===== src/rtl/mac_tx_arbiter.sv =====
// Frame-atomic round-robin AXI-Stream Tx arbiter feeding one registered output stage.
// Optional build macro MAC_TX_ARB_TIMEOUT_EN adds a mid-frame stall timeout with abort-beat injection.
//
// state | meaning
// IDLE  | no grant held; next requester after last_grant wins (one bubble cycle)
// BUSY  | forwarding beats of the granted channel until its tlast beat is accepted
module mac_tx_arbiter #(
   parameter int  DATA_WIDTH     = 32,
   parameter int  N_CHANNELS     = 4,
   parameter int  TIMEOUT_CYCLES = 64,
   localparam int DATA_NBYTES    = DATA_WIDTH / 8,
   localparam int ID_WIDTH       = (N_CHANNELS > 1) ? $clog2(N_CHANNELS) : 1
) (
   input  logic                              tx_clk,
   input  logic                              tx_reset,
   input  logic [N_CHANNELS*DATA_WIDTH-1:0]  s_axis_tdata,
   input  logic [N_CHANNELS*DATA_NBYTES-1:0] s_axis_tkeep,
   input  logic [N_CHANNELS-1:0]             s_axis_tvalid,
   input  logic [N_CHANNELS-1:0]             s_axis_tlast,
   output logic [N_CHANNELS-1:0]             s_axis_tready,
   output logic [DATA_WIDTH-1:0]             m_axis_tdata,
   output logic [DATA_NBYTES-1:0]            m_axis_tkeep,
   output logic                              m_axis_tvalid,
   output logic                              m_axis_tlast,
   input  logic                              m_axis_tready,
   output logic [ID_WIDTH-1:0]               m_axis_tid,
   output logic                              m_axis_tuser
);

   typedef enum logic {S_IDLE = 1'b0, S_BUSY = 1'b1} state_t;

   if (DATA_WIDTH % 8 != 0) begin : g_chk_dw
      $error("mac_tx_arbiter: DATA_WIDTH must be a multiple of 8");
   end
   if (N_CHANNELS < 1 || N_CHANNELS > 16) begin : g_chk_nc
      $error("mac_tx_arbiter: N_CHANNELS out of range");
   end
   if (TIMEOUT_CYCLES < 2) begin : g_chk_to
      $error("mac_tx_arbiter: TIMEOUT_CYCLES must be at least 2");
   end

   state_t                  state_q, state_d;
   logic [ID_WIDTH-1:0]     grant_q, grant_d;
   logic [ID_WIDTH-1:0]     last_grant_q, last_grant_d;
   logic [DATA_WIDTH-1:0]   m_tdata_q, m_tdata_d;
   logic [DATA_NBYTES-1:0]  m_tkeep_q, m_tkeep_d;
   logic                    m_tvalid_q, m_tvalid_d;
   logic                    m_tlast_q, m_tlast_d;
   logic [ID_WIDTH-1:0]     m_tid_q, m_tid_d;

   logic [N_CHANNELS-1:0]   req;
   logic [2*N_CHANNELS-1:0] req2;
   logic [ID_WIDTH:0]       shamt;
   logic [N_CHANNELS-1:0]   rot;
   logic                    win_found;
   logic [ID_WIDTH-1:0]     win_id;
   int                      arb_off;
   int                      arb_sum;

   logic                    sel_valid;
   logic                    sel_last;
   logic [DATA_WIDTH-1:0]   sel_data;
   logic [DATA_NBYTES-1:0]  sel_keep;
   logic                    out_free;
   logic [N_CHANNELS-1:0]   s_ready;

`ifdef MAC_TX_ARB_TIMEOUT_EN
   localparam int STALL_W = $clog2(TIMEOUT_CYCLES + 1);
   logic [STALL_W-1:0]      stall_q, stall_d;
   logic [N_CHANNELS-1:0]   drain_q, drain_d;
   logic                    m_tuser_q, m_tuser_d;

   // A channel whose aborted frame is still being flushed must not win a new grant.
   assign req = s_axis_tvalid & ~drain_q;
`else
   assign req = s_axis_tvalid;
`endif

   // Rotate the request vector so bit 0 is the channel right after last_grant.
   always_comb begin
      req2      = {req, req};
      shamt     = {1'b0, last_grant_q} + {{ID_WIDTH{1'b0}}, 1'b1};
      rot       = N_CHANNELS'(req2 >> shamt);
      win_found = 1'b0;
      arb_off   = 0;
      for (int c = 0; c < N_CHANNELS; c++) begin
         if (!win_found && rot[c]) begin
            win_found = 1'b1;
            arb_off   = c;
         end
      end
      arb_sum = int'(last_grant_q) + 1 + arb_off;
      if (arb_sum >= N_CHANNELS) begin
         arb_sum = arb_sum - N_CHANNELS;
      end
      win_id = ID_WIDTH'(arb_sum);
   end

   always_comb begin
      sel_valid = 1'b0;
      sel_last  = 1'b0;
      sel_data  = '0;
      sel_keep  = '0;
      for (int c = 0; c < N_CHANNELS; c++) begin
         if (grant_q == ID_WIDTH'(c)) begin
            sel_valid = s_axis_tvalid[c];
            sel_last  = s_axis_tlast[c];
            sel_data  = s_axis_tdata[c*DATA_WIDTH +: DATA_WIDTH];
            sel_keep  = s_axis_tkeep[c*DATA_NBYTES +: DATA_NBYTES];
         end
      end
   end

   assign out_free = !m_tvalid_q || m_axis_tready;

   always_comb begin
      state_d      = state_q;
      grant_d      = grant_q;
      last_grant_d = last_grant_q;
      m_tdata_d    = m_tdata_q;
      m_tkeep_d    = m_tkeep_q;
      m_tlast_d    = m_tlast_q;
      m_tid_d      = m_tid_q;
      m_tvalid_d   = m_tvalid_q;
      s_ready      = '0;
`ifdef MAC_TX_ARB_TIMEOUT_EN
      stall_d      = stall_q;
      drain_d      = drain_q;
      m_tuser_d    = m_tuser_q;
`endif

      if (m_axis_tready) begin
         m_tvalid_d = 1'b0;
      end

`ifdef MAC_TX_ARB_TIMEOUT_EN
      // Flushed beats are swallowed here and never reach the output register.
      for (int c = 0; c < N_CHANNELS; c++) begin
         if (drain_q[c]) begin
            s_ready[c] = 1'b1;
            if (s_axis_tvalid[c] && s_axis_tlast[c]) begin
               drain_d[c] = 1'b0;
            end
         end
      end
`endif

      case (state_q)
         S_IDLE: begin
            if (win_found) begin
               grant_d      = win_id;
               last_grant_d = win_id;
               state_d      = S_BUSY;
            end
         end
         S_BUSY: begin
            for (int c = 0; c < N_CHANNELS; c++) begin
               if (grant_q == ID_WIDTH'(c)) begin
                  s_ready[c] = out_free;
               end
            end
            if (sel_valid && out_free) begin
               m_tdata_d  = sel_data;
               m_tkeep_d  = sel_keep;
               m_tlast_d  = sel_last;
               m_tid_d    = grant_q;
               m_tvalid_d = 1'b1;
`ifdef MAC_TX_ARB_TIMEOUT_EN
               m_tuser_d  = 1'b0;
               stall_d    = '0;
`endif
               if (sel_last) begin
                  state_d = S_IDLE;
               end
            end
`ifdef MAC_TX_ARB_TIMEOUT_EN
            else if (stall_q == STALL_W'(TIMEOUT_CYCLES)) begin
               // Close the frame downstream with an abort beat, then flush the rest upstream.
               if (out_free) begin
                  m_tdata_d  = '0;
                  m_tkeep_d  = '0;
                  m_tlast_d  = 1'b1;
                  m_tid_d    = grant_q;
                  m_tuser_d  = 1'b1;
                  m_tvalid_d = 1'b1;
                  stall_d    = '0;
                  state_d    = S_IDLE;
                  for (int c = 0; c < N_CHANNELS; c++) begin
                     if (grant_q == ID_WIDTH'(c)) begin
                        drain_d[c] = 1'b1;
                     end
                  end
               end
            end else if (!sel_valid) begin
               stall_d = stall_q + STALL_W'(1);
            end
`endif
         end
         default: begin
            state_d = S_IDLE;
         end
      endcase
   end

   always_ff @(posedge tx_clk) begin
      if (tx_reset) begin
         state_q      <= S_IDLE;
         grant_q      <= '0;
         last_grant_q <= ID_WIDTH'(N_CHANNELS - 1);
         m_tdata_q    <= '0;
         m_tkeep_q    <= '0;
         m_tlast_q    <= 1'b0;
         m_tid_q      <= '0;
         m_tvalid_q   <= 1'b0;
`ifdef MAC_TX_ARB_TIMEOUT_EN
         stall_q      <= '0;
         drain_q      <= '0;
         m_tuser_q    <= 1'b0;
`endif
      end else begin
         state_q      <= state_d;
         grant_q      <= grant_d;
         last_grant_q <= last_grant_d;
         m_tdata_q    <= m_tdata_d;
         m_tkeep_q    <= m_tkeep_d;
         m_tlast_q    <= m_tlast_d;
         m_tid_q      <= m_tid_d;
         m_tvalid_q   <= m_tvalid_d;
`ifdef MAC_TX_ARB_TIMEOUT_EN
         stall_q      <= stall_d;
         drain_q      <= drain_d;
         m_tuser_q    <= m_tuser_d;
`endif
      end
   end

   assign s_axis_tready = s_ready;
   assign m_axis_tdata  = m_tdata_q;
   assign m_axis_tkeep  = m_tkeep_q;
   assign m_axis_tvalid = m_tvalid_q;
   assign m_axis_tlast  = m_tlast_q;
   assign m_axis_tid    = m_tid_q;
`ifdef MAC_TX_ARB_TIMEOUT_EN
   assign m_axis_tuser  = m_tuser_q;
`else
   assign m_axis_tuser  = 1'b0;
`endif

endmodule


===== config.mk =====
export PLATFORM = sky130hd
export DESIGN_NAME = mac_tx_arbiter
export DESIGN_NICKNAME = d
export VERILOG_FILES = /design/src/rtl/mac_tx_arbiter.sv
export SDC_FILE = /design/constraint.sdc
export NUM_CORES = 1
export LEC_CHECK = 0
export ABC_AREA = 1
export BUFFER_PORTS_ARGS = -buffer_cell sky130_fd_sc_hd__buf_2
export CELL_PAD_IN_SITES_DETAIL_PLACEMENT = 1
export CELL_PAD_IN_SITES_GLOBAL_PLACEMENT = 1
export CORE_ASPECT_RATIO = 0.8
export CORE_MARGIN = 4
export CORE_UTILIZATION = 28
export CTS_CLUSTER_DIAMETER = 30
export CTS_CLUSTER_SIZE = 16
export DETAILED_ROUTE_END_ITERATION = 6
export PLACE_DENSITY_LB_ADDON = 0.1
export SLEW_MARGIN = 5
export SYNTH_ARGS = -nofsm -noshare
export SYNTH_HDL_FRONTEND = slang
export SYNTH_SLANG_ARGS = --single-unit

===== constraint.sdc =====
create_clock -name tx_clk -period 4.95 [get_ports tx_clk]
set_input_delay 0.99 -clock tx_clk [delete_from_list [all_inputs] [get_ports tx_clk]]
set_output_delay 0.99 -clock tx_clk [all_outputs]
set_load 0.01 [all_outputs]

==> results.txt, run 1 <==
Row count -> 32
GP Congestion -> 0.767
Total number of vias -> 3741
Met3 Wirelength -> 871 um
Final period util -> 64.2%
Clock share of power -> 18.0%
Post-synth top cells -> 218 x nand2_1, 76 x nand4_1, 45 x dfxtp_1, 43 x a21oi_1, 16 x buf_2
Crit path DAT -> 2.19 ns
PD cells -> 429 nW/um2
GRT Total Usage -> 20.0%
Sequential power share -> 33.1%
CP required -> 3.96 ns
Hold Buf Count CTS -> 0
Clk Latency, worst-skew pair -> 0.28 ns
Starting density of the core -> 29.1%
Average wire per standard cell -> 15.5 um
Setup-failing EPs final -> 0
Post-CTS Resized -> 0
Clock tree from TritonCTS -> built
Slew Limit Headroom -> 37.2%
Max-Cap Viols -> 0
# Post-CTS Setup Buffers -> 0
Cell variety after synth -> 22
Tmin final -> 3.18 ns
Worst clock skew -> 0.00416 ns
Die area -> 11900 um2
ANT nets after route -> 0
Sequential share of the synthesized area -> 31.6%
Initial antenna violation count -> 0
Clock-pin slew of the registers on the worst-case setup and hold paths -> 0.06 ns
Vias in the first global route -> 3972
F_max -> 315 MHz
RSZ-0062 raised after global routing -> false
CTS sink cnt -> 45
WHS Endpoint -> m_axis_tdata[5]
Leakage power total -> 1.95 nW
First DRT Iteration DRCs -> 116
Syn avg cell area -> 6.14 um2
Met2 WL -> 5660 um
Top Metal Used -> met4
Crit path capture type -> output pin
Post-synth ARST share -> 0%
Worst setup SP type -> primary input
P&R area growth vs syn -> 39.3%
Count leader, synth -> nand2_1
Setup TNS -> 0 ns
Final nets -> 789
Boundary pin count -> 200
Met1 WL -> 5300 um
Layout fillers -> 1357
RR Endpoint -> m_axis_tdata[7]
Gr ovfl total -> 0
Switching Share -> 44.1%
FF-to-FF setup slack -> 2.25 ns
Post-Route WL -> 11900 um
Int Pwr -> 0.000950 W
Worst r2r src -> grant_q[0]
Share of the synthesized area in the top cell type -> 31.6%
Critical path launch point -> m_axis_tready
Global-route wire length before repair -> 19600 um
# H-tree levels -> 2
Fin. Hold Viols -> 0
Synth Warn # -> 0
Diodes inserted -> 0
Total CTS buffers -> 5
Slew Viols, Final -> 0
Layout cells sized above 1 -> 34.2%
Syn nets -> 620
Synth Instances -> 464
DRT Pass-1 Iters -> 4
DPL Wire Length -> 8900 um
Crit path kind -> in2out
Hold Path Class -> reg2reg
Cell taking the most area after synthesis -> dfxtp_1
Longest Clk Path Bufs -> 2
Flops & latches, synth -> 45
CP Max Fanout -> 42
Synth top area cells -> dfxtp_1 32%, nand2_1 29%, nand4_1 17%, a21oi_1 7.6%, buf_2 2.8%
Status -> completed
Die Y -> 98.2 um
Hold_ws -> 0.458 ns
IO buf count -> 198
Mapped Area -> 2850 um2
Hold Path Stages -> 2
Area of the core -> 9770 um2
Hold Crit Start -> m_axis_tdata[5]
EDFF count, synth -> 0
Combinational Power Share -> 48.9%
R2r worst-path depth -> 9
NetSw -> 0.000750 W
Vias per cell -> 4.87
Primary FF master, synth -> dfxtp_1
Largest net degree at the start of global routing -> 45
Clock root cell -> clkbuf_16
# DRC -> 0
DIE WIDTH -> 121 um
VDD IR-drop max -> 0.000173 V
Worst-Margin Slew -> 0.939 ns
## layer usage
layer / vias to the layer above / track usage (%)
met5: - / 0
met4: 0 / 3.40
met2: 120 / 35.2
met3: 6 / 5.50
met1: 1718 / 24.9
li1: 1897 / -
## sequential cells by signal, indices dropped and copies added (netlist names)
register and flops:
m_axis_tkeep 4, m_axis_tlast 1, m_axis_tdata 32, state_q 1, last_grant_q 2, m_axis_tvalid 1
grant_q 2, m_axis_tid 2
## worst max-delay path, cell delays in order
cell and delay, ns:
buf_2 0.07, inv_1 0.03, nand2_1 0.05, buf_4 0.41, nand2_1 0.24, nor3_1 0.23
buf_2 0.17
## metrics by stage
stage	area [um2]	worst slack, ns	total power (W)	cells	utilization [%]
detailed placement	3840	1.80	0.00142	762	39.3
floorplan	2850	2.12	0.00112	464	-
CTS	3970	1.80	0.00173	768	40.6
global route	3970	1.64	0.00186	768	40.6
global placement	3840	1.82	0.00140	762	39.3
finish	3970	1.77	0.00170	768	40.6
## cell usage in the layout (no fill, tap or decap)
| cell type | netlist | routed |
|---|---|---|
| clkinv_2 | 0 | 1 |
| nand3_2 | 1 | 1 |
| conb_1 | 1 | 1 |
| dfxtp_2 | 0 | 1 |
| xor2_1 | 1 | 1 |
| o21ai_1 | 1 | 1 |
| ha_1 | 1 | 1 |
| buf_4 | 8 | 4 |
| nand3_1 | 14 | 14 |
| o21ai_4 | 0 | 1 |
| buf_2 | 16 | 198 |
| inv_2 | 2 | 2 |
| inv_1 | 11 | 11 |
| a21oi_1 | 43 | 43 |
| nor3_1 | 3 | 3 |
| nor2_4 | 2 | 3 |
| nand4_1 | 76 | 76 |
| nor2_1 | 3 | 3 |
| nand2_1 | 218 | 218 |
| dfxtp_1 | 45 | 44 |
| clkbuf_16 | 0 | 5 |
## layout make-up
| type | instances | area, um2 | share of cell area [%] |
|---|---|---|---|
| Clock inverter | 1 | 5.00 | 0.126 |
| Tap cell | 136 | 170 | 4.29 |
| Inverter | 13 | 48.8 | 1.23 |
| Multi-Input combinational cell | 366 | 1700 | 42.7 |
| Sequential cell | 45 | 902 | 22.7 |
| Clock buffer | 5 | 125 | 3.15 |
| Timing Repair Buffer | 202 | 1020 | 25.7 |
## how the worst max path moves through the flow
stage / end / depth (start not counted)
floorplan: s_axis_tready[0] / 5
global placement: s_axis_tready[2] / 7
detailed placement: s_axis_tready[2] / 7
CTS: s_axis_tready[2] / 7
global route: s_axis_tready[2] / 7
finish: s_axis_tready[2] / 7
## power by group through the flow
stage / clock network [W] / registers, W / logic, W
after global placement: 0 / 0.000566 / 0.000832
final: 0.000307 / 0.000563 / 0.000831
after global routing: 0.000333 / 0.000580 / 0.000949
after detailed placement: 0 / 0.000570 / 0.000849
after floorplan: 0 / 0.000553 / 0.000563
after CTS: 0.000317 / 0.000563 / 0.000851
## cells by family (layout without fill, tap and decap cells)
kind of cell,count (synthesis),in the layout,share of synthesized area (%)
buffers and inverters,53,221,9.27
XOR/XNOR,1,1,0.308
other,1,1,0.132
adder cells (fa/ha/maj),1,1,0.439
AO/OA/AOI/OAI,45,45,8.04
flip-flops,45,45,31.6
AND/OR/NAND/NOR,318,318,50.2
Power figures use the tool's default switching activity.
==> run 2, diff against run 1 <==
Settings changed: CORE_UTILIZATION 28 to 24.
Clock period 4.95 ns to 2.8 ns, I/O delays scaled along.
==> results.txt, run 2 (synthesized netlist as in run 1, its figures left out) <==
PD cells -> 770 nW/um2
Layout cells sized above 1 -> 35.1%
Most frequent cells in the layout -> 217 x nand2_1, 198 x buf_2, 76 x nand4_1
Post-Route WL -> 12600 um
Hold Buf Count CTS -> 0
Vias in the first global route -> 3999
Hold Path Stages -> 2
Tmin final -> 2.12 ns
CP Max Fanout -> 16
CP top delay family -> simple AND/OR/NAND/NOR gates
Clock root cell -> clkbuf_16
DPL Wire Length -> 9460 um
CP required -> 2.24 ns
Total CTS buffers -> 5
Setup WS post-layout -> 0.680 ns
GP Congestion -> 0.776
Max FFs per register -> 32
Gr ovfl total -> 0
Crit path DAT -> 1.56 ns
Diodes inserted -> 0
Starting density of the core -> 24.6%
Max-Cap Viols -> 0
First DRT Iteration DRCs -> 144
# DRC -> 0
P&R area growth vs syn -> 42.7%
RSZ-0062 raised after global routing -> false
Boundary pin count -> 200
Clk Latency, worst-skew pair -> 0.28 ns
# Post-CTS Setup Buffers -> 0
GRT Total Usage -> 18.1%
Setup-failing EPs final -> 0
Final nets -> 794
Die Y -> 105 um
DRT Pass-1 Iters -> 4
Largest net degree at the start of global routing -> 41
Final period util -> 75.7%
Post-CTS Resized -> 0
Global-route wire length before repair -> 20000 um
ANT nets after route -> 0
Worst path depth -> 6
Crit path kind -> in2out
Setup TNS -> 0 ns
Worst setup SP type -> primary input
Worst clock skew -> 0.00456 ns
Longest Clk Path Bufs -> 2
Average wire per standard cell -> 16.1 um
VDD IR-drop max -> 0.000252 V
Crit path capture type -> output pin
Fin cells -> 787
R2r worst-path depth -> 7
Sequence of cells on the critical path -> buf_2 -> inv_1 -> nand2_2 -> nand2_1 -> nor3_1 -> buf_2
Worst-Margin Slew -> 0.615 ns
Crit path max-delay cell type -> nand2_2
Status -> completed
Row count -> 35
Die area -> 13700 um2
F_max -> 472 MHz
Hold Path Class -> reg2reg
Clock-pin slew of the registers on the worst-case setup and hold paths -> 0.06 ns
Fin. Hold Viols -> 0
Crit-path most repeated cell -> buf_2
DIE WIDTH -> 130 um
Commonest non-fill, non-tap cell in the layout -> nand2_1
Area of the core -> 11600 um2
Slowest stage delay, CP -> 0.26 ns
Total placed cells including tap cells -> 779
Final Util -> 35.1%
Slew Limit Headroom -> 59.0%
Slew Viols, Final -> 0
Initial antenna violation count -> 0
Dpl cell area -> 3910 um2
CTS sink cnt -> 45
Clock tree from TritonCTS -> built
Vias per cell -> 4.85
IO buf count -> 198
Total number of vias -> 3817
DP Worst Slack -> 0.660 ns
Design area -> 4060 um2
CP bufs+invs -> 3
# H-tree levels -> 2
Leakage power total -> 1.99 nW
## run 2: through the flow
step	total power [W]	hold slack, ns
finish	0.00313	0.461
global route	0.00343	0.485
CTS	0.00319	0.465
detailed placement	0.00255	0.456
global placement	0.00252	0.445
floorplan	0.00197	0.483
## run 2: tightest hold or removal path, delay by kind of cell, from the launching register on
family	cells	cell delay (ns)
simple gates	1	0.06
flops	1	0.31
compound gates	1	0.05
## run 2: worst paths after layout
check / from / end / slack, ns
max: m_axis_tready / s_axis_tready[2] / 0.68
min: m_axis_tdata[12] / m_axis_tdata[12] / 0.46
max reg2reg: grant_q[0] / m_axis_tlast / 0.72
min reg2reg: m_axis_tdata[12] / m_axis_tdata[12] / 0.46
## run 2: layout make-up
cell class	instances	area, um2
Clock buffer	7	153
Tap cell	148	185
Sequential cell	45	902
Multi-Input combinational cell	366	1700
Timing Repair Buffer	207	1070
Clock inverter	1	5.00
Inverter	13	48.8
Fill cell	1557	7500
## run 2: metal layers
layer / GRT usage, % / routed length, um
met5: 0 / 0
met4: 3.56 / 179
met3: 5.62 / 924
met2: 30.5 / 6030
met1: 22.7 / 5510
## run 2: power by group
part / switching (W) / internal, W
combinational: 0.000987 / 0.000570
clock: 0.000251 / 0.000378
sequential: 0.000127 / 0.000815
total: 0.00137 / 0.00176
